$ cat src/rtl/multicycle_controller.sv
// Control FSM for the multicycle RISC-V core (lw, sw, R, I-ALU, beq, jal).
// Optional memory wait states are enabled by defining MC_CTRL_MEM_WAIT_EN.
module multicycle_controller (
    input  logic       clk,
    input  logic       rst_n,
    input  logic [6:0] opcode,
    input  logic [2:0] funct3,
    input  logic       funct7b5,
    input  logic       zero,
    input  logic       mem_ready,
    output logic       pcwrite,
    output logic       adrsrc,
    output logic       memwrite,
    output logic       irwrite,
    output logic       regwrite,
    output logic [1:0] resultsrc,
    output logic [1:0] alusrca,
    output logic [1:0] alusrcb,
    output logic [1:0] immsrc,
    output logic [2:0] alucontrol,
    output logic       illegal_op,
    output logic [3:0] state
);

    typedef enum logic [3:0] {
        S_FETCH    = 4'd0,
        S_DECODE   = 4'd1,
        S_MEMADR   = 4'd2,
        S_MEMREAD  = 4'd3,
        S_MEMWB    = 4'd4,
        S_MEMWRITE = 4'd5,
        S_EXECUTER = 4'd6,
        S_EXECUTEI = 4'd7,
        S_ALUWB    = 4'd8,
        S_BEQ      = 4'd9,
        S_JAL      = 4'd10
    } state_t;

    localparam logic [6:0] OP_LW  = 7'b0000011;
    localparam logic [6:0] OP_SW  = 7'b0100011;
    localparam logic [6:0] OP_R   = 7'b0110011;
    localparam logic [6:0] OP_I   = 7'b0010011;
    localparam logic [6:0] OP_BEQ = 7'b1100011;
    localparam logic [6:0] OP_JAL = 7'b1101111;

    state_t     state_q, state_d, cur_s;
    logic       mem_ok;
    logic       pcupdate, branch;
    logic [1:0] aluop;

`ifdef MC_CTRL_MEM_WAIT_EN
    assign mem_ok = mem_ready;
`else
    logic unused_mem_ready;
    assign mem_ok           = 1'b1;
    assign unused_mem_ready = mem_ready;
`endif

    // NOTE: sequential state uses non-blocking assignments so every flop samples pre-edge values.
    always_ff @(posedge clk) begin
        if (!rst_n) state_q <= S_FETCH;
        else        state_q <= state_d;
    end

    // While in reset the outputs decode as FETCH, with all enables masked off below.
    always_comb begin
        // NOTE: every output gets a default first so no path through the case infers a latch.
        cur_s      = rst_n ? state_q : S_FETCH;
        state_d    = S_FETCH;
        pcupdate   = 1'b0;
        branch     = 1'b0;
        adrsrc     = 1'b0;
        memwrite   = 1'b0;
        irwrite    = 1'b0;
        regwrite   = 1'b0;
        resultsrc  = 2'b00;
        alusrca    = 2'b00;
        alusrcb    = 2'b00;
        aluop      = 2'b00;
        illegal_op = 1'b0;
        case (cur_s)
            S_FETCH: begin
                irwrite   = mem_ok;
                pcupdate  = mem_ok;
                alusrcb   = 2'b10;
                resultsrc = 2'b10;
                state_d   = mem_ok ? S_DECODE : S_FETCH;
            end
            S_DECODE: begin
                alusrca = 2'b01;
                alusrcb = 2'b01;
                case (opcode)
                    OP_LW, OP_SW: state_d = S_MEMADR;
                    OP_R:         state_d = S_EXECUTER;
                    OP_I:         state_d = S_EXECUTEI;
                    OP_BEQ:       state_d = S_BEQ;
                    OP_JAL:       state_d = S_JAL;
                    default: begin
                        state_d    = S_FETCH;
                        illegal_op = 1'b1;
                    end
                endcase
            end
            S_MEMADR: begin
                alusrca = 2'b10;
                alusrcb = 2'b01;
                state_d = (opcode == OP_LW) ? S_MEMREAD : S_MEMWRITE;
            end
            S_MEMREAD: begin
                adrsrc  = 1'b1;
                state_d = mem_ok ? S_MEMWB : S_MEMREAD;
            end
            S_MEMWB: begin
                resultsrc = 2'b01;
                regwrite  = 1'b1;
            end
            S_MEMWRITE: begin
                adrsrc   = 1'b1;
                memwrite = 1'b1;
                state_d  = mem_ok ? S_FETCH : S_MEMWRITE;
            end
            S_EXECUTER: begin
                alusrca = 2'b10;
                alusrcb = 2'b00;
                aluop   = 2'b10;
                state_d = S_ALUWB;
            end
            S_EXECUTEI: begin
                alusrca = 2'b10;
                alusrcb = 2'b01;
                aluop   = 2'b10;
                state_d = S_ALUWB;
            end
            S_ALUWB: regwrite = 1'b1;
            S_BEQ: begin
                alusrca = 2'b10;
                alusrcb = 2'b00;
                aluop   = 2'b01;
                branch  = 1'b1;
            end
            S_JAL: begin
                alusrca  = 2'b01;
                alusrcb  = 2'b10;
                pcupdate = 1'b1;
                state_d  = S_ALUWB;
            end
            default: state_d = S_FETCH;
        endcase
        if (!rst_n) begin
            state_d    = S_FETCH;
            pcupdate   = 1'b0;
            irwrite    = 1'b0;
            memwrite   = 1'b0;
            regwrite   = 1'b0;
            illegal_op = 1'b0;
        end
    end

    assign pcwrite = pcupdate | (branch & zero);
    assign state   = state_q;

    always_comb begin
        case (opcode)
            OP_SW:   immsrc = 2'b01;
            OP_BEQ:  immsrc = 2'b10;
            OP_JAL:  immsrc = 2'b11;
            default: immsrc = 2'b00;
        endcase
    end

    // Subtract only for R-type with funct7b5 set; I-type addi never subtracts.
    always_comb begin
        alucontrol = 3'b000;
        case (aluop)
            2'b01: alucontrol = 3'b001;
            2'b10: begin
                case (funct3)
                    3'b000:  alucontrol = ({opcode[5], funct7b5} == 2'b11) ? 3'b001 : 3'b000;
                    3'b010:  alucontrol = 3'b101;
                    3'b110:  alucontrol = 3'b011;
                    3'b111:  alucontrol = 3'b010;
                    default: alucontrol = 3'b000;
                endcase
            end
            default: alucontrol = 3'b000;
        endcase
    end

endmodule

$ cat config.mk
export PLATFORM = sky130hd
export DESIGN_NAME = multicycle_controller
export DESIGN_NICKNAME = d
export VERILOG_FILES = /design/src/rtl/multicycle_controller.sv
export SDC_FILE = /design/constraint.sdc
export NUM_CORES = 1
export LEC_CHECK = 0
export ABC_CLOCK_PERIOD_IN_PS = 6120
export CAP_MARGIN = 20
export CORE_UTILIZATION = 42
export CTS_BUF_LIST = sky130_fd_sc_hd__clkbuf_4 sky130_fd_sc_hd__clkbuf_8
export CTS_CLUSTER_SIZE = 25
export DETAILED_ROUTE_END_ITERATION = 10
export GPL_TIMING_DRIVEN = 1
export PLACE_DENSITY = 0.91
export SLEW_MARGIN = 5
export SYNTH_ARGS = -nofsm -noshare
export SYNTH_HDL_FRONTEND = slang
export SYNTH_SLANG_ARGS = --single-unit
$ cat constraint.sdc
create_clock -name clk -period 6.12 [get_ports clk]
set_clock_uncertainty 0.15 [all_clocks]
set_input_delay 1.53 -clock clk [delete_from_list [all_inputs] [get_ports clk]]
set_output_delay 1.53 -clock clk [all_outputs]
set_load 0.01 [all_outputs]
==> qor.yml <==
run_status:
  status: "complete, no violations"
drt:
  drc: 0
  drt_pass1_iterations: 4
  drtAntennaViolNets: 0
  vias: 733
  drt-vias-per-instance: 5.77
  wl_um: 1740
  wl_per_cell_um: 13.7
  drt_iter0_drc: 18
grt:
  grt_start_max_net_pins: 18
  antenna_found_initial: 0
  overflow: 0
  grt_first_pass_wirelength_um: 2490
  grt_pass1_vias: 588
  grt.total_usage_pct: 22.9
power_and_ir_drop:
  switchingPower_uw: 27.6
  p_int_uw: 69.5
  p_comb_share_pct: 34.0
  leakage_nw: 0.339
  power.share.sequential_pct: 30.4
  power.density_nw_per_um2: 101
  clockPowerShare_pct: 35.6
  p_sw_share_pct: 28.4
  max-vdd-ir-drop_mv: 0.0708
min_path:
  min_to: "state[0]"
  hold_path_class: "register to register"
  min-delay-start: "state[3]"
  min_path_cells: 1
final_layout:
  final_util_pct: 72.0
  diodes: 0
  fin_area_um2: 960
  drive_gt1_share_pct: 8.93
  synthToLayoutAreaGrowth_pct: 54.0
  final_cells: 127
  nets: 131
  largest_register_ffs: 4
placed_design:
  dpl_cell_area_um2: 937
  hpwl_um: 1330
  gp_congestion: 0.752
  place_inst: 124
  post-place-ws_ns: 0.712
  port_buffers: 34
sta:
  timing.setup.tns_ns: 0
  grt_setup_unrepaired: "false"
  worst_slack_ns: 0.674
  relSlewSlack_pct: 62.4
  finalHoldViolations: 0
  layout_min_cycle_time_ns: 5.45
  slew_viol_final: 0
  clock.fmax_mhz: 184
  finalCritPeriodShare_pct: 89.0
  setup-violations-final: 0
  worst-slew-pin-transition_ns: 0.563
worst_setup_path:
  rr_worst_depth: 3
  crit_type: "input port to output port"
  worstReg2RegEnd: "state[3]"
  timing.rr.start: "state[2]"
  end_kind: "output port"
  cp.required_ns: 4.44
  reg2reg_slack_ns: 4.47
  critical_path_arrival_ns: 3.77
  critPathMaxFanout: 4
  startpoint_type: "input port"
cts:
  clk_pin_slew_ns: 0.04
  clockBufferDepth: 2
  cts_tree: "done"
  clkLatencyLatePin_ns: 0.24
  cts_buffers: 3
  htree_levels: 1
  cts_root_buf: "clkbuf_4"
  cts-hold-fix-buffers: 0
  post_cts_resized: 0
  clkSinkCount: 4
  post_cts_buffers: 0
synth:
  yosys.area.top_type: "dfxtp_1"
  netlist_area_um2: 623
  syn_inst: 79
  netlist_top_cells_area: "dfxtp_1 13%, nor2b_1 7.0%, clkbuf_8 6.6%"
  synth-seq-cells: 4
  avgSynthCellArea_um2: 7.89
  synth_edf_count: 0
  synth_fp_nets: 96
  yosys_warnings: 0
  ys_types: 37
  seq_area_frac_synth_pct: 12.9
  ys.flop_type: "dfxtp_1"
  async_reset_ff_share_pct: 0
  synth_top_area_share_pct: 12.9
floorplan:
  core_um2: 1330
  pin_count: 36
  start_util_pct: 46.7
  rows: 13
  die_y_um: 40.5
  die-area_um2: 1640
  die_w_um: 40.5
run:
  maxCapViolCount: 0
[metal layers]
| layer | vias to the layer above | GRT usage (%) | part of all wire [%] |
|---|---|---|---|
| met4 | 0 | 11.7 | 1.4 |
| met1 | 348 | 25.3 | 42 |
| met2 | 25 | 42.1 | 53 |
| met5 | - | 0 | 0 |
| li1 | 358 | - | - |
| met3 | 2 | 2.22 | 3.6 |
[cell type report]
class / instances / area (µm²)
Sequential cell: 4 / 80.1
Timing Repair Buffer: 35 / 348
Clock buffer: 3 / 22.5
Tap cell: 15 / 18.8
Fill cell: 113 / 374
Multi-Input combinational cell: 66 / 475
Inverter: 4 / 15.0
[critical path, stage by stage]
cell             delay, ns
clkdlybuf4s50_1       0.48
nand2_1               0.13
nor3b_1               0.39
inv_1                 0.09
ha_1                  0.34
nor4_1                0.24
clkdlybuf4s50_1       0.58
[cells in the final DEF, fill, tap and decap left out, types with 2 or more instances in the layout]
cell / Yosys / layout
ha_1: 2 / 2
o31ai_1: 2 / 2
nand3b_1: 2 / 2
clkbuf_4: 0 / 3
nor3b_1: 5 / 5
a21oi_1: 4 / 4
nor3_1: 4 / 4
and3_1: 3 / 3
inv_1: 4 / 4
dfxtp_1: 4 / 4
nor2_1: 3 / 3
nand2_1: 6 / 6
xnor2_1: 3 / 3
clkdlybuf4s50_1: 0 / 34
nor2b_1: 7 / 7
a22o_1: 2 / 2
nand2b_1: 2 / 2
nor4bb_1: 2 / 2
nand4b_1: 2 / 2
[power by group through the flow]
stage	clock network (mW)	logic (mW)	registers (mW)
detailed placement	0	0.0329	0.0298
global route	0.0364	0.0355	0.0297
finish	0.0345	0.0330	0.0295
CTS	0.0351	0.0329	0.0294
floorplan	0	0.0154	0.0283
global placement	0	0.0318	0.0296
[worst max path at each step]
stage,cells after the start,slack (ns),startpoint,end
global route,7,0.57,rst_n,alucontrol[2]
global placement,7,0.72,rst_n,alucontrol[2]
detailed placement,7,0.71,rst_n,alucontrol[2]
finish,7,0.67,rst_n,alucontrol[2]
CTS,7,0.68,rst_n,alucontrol[2]
floorplan,5,1.73,rst_n,alucontrol[2]
[per-stage QoR]
step / hold slack [ns] / power (mW)
detailed placement: 0.537 / 0.0627
global placement: 0.508 / 0.0614
CTS: 0.559 / 0.0974
finish: 0.563 / 0.0970
floorplan: 0.522 / 0.0438
global route: 0.577 / 0.102
[cells by family (layout without fill, tap and decap cells)]
logic type	after synthesis	after routing	share of synthesized area (%)
buffers and inverters	9	42	10.8
AND/OR/NAND/NOR	45	45	46.8
XOR/XNOR	3	3	4.22
multiplexers	1	1	1.61
flip-flops	4	4	12.9
AO/OA/AOI/OAI	15	15	19.7
adder cells (fa/ha/maj)	2	2	4.02
[synthesized netlist by cell type, drive strengths merged, types with 3 or more instances]
cell type,n
a21oi,4
nor3,4
clkbuf,4
dfxtp,4
xnor2,3
inv,4
nor2,3
nor2b,7
nor3b,5
and3,3
nand2,6
(Power assumes the default switching activity.)
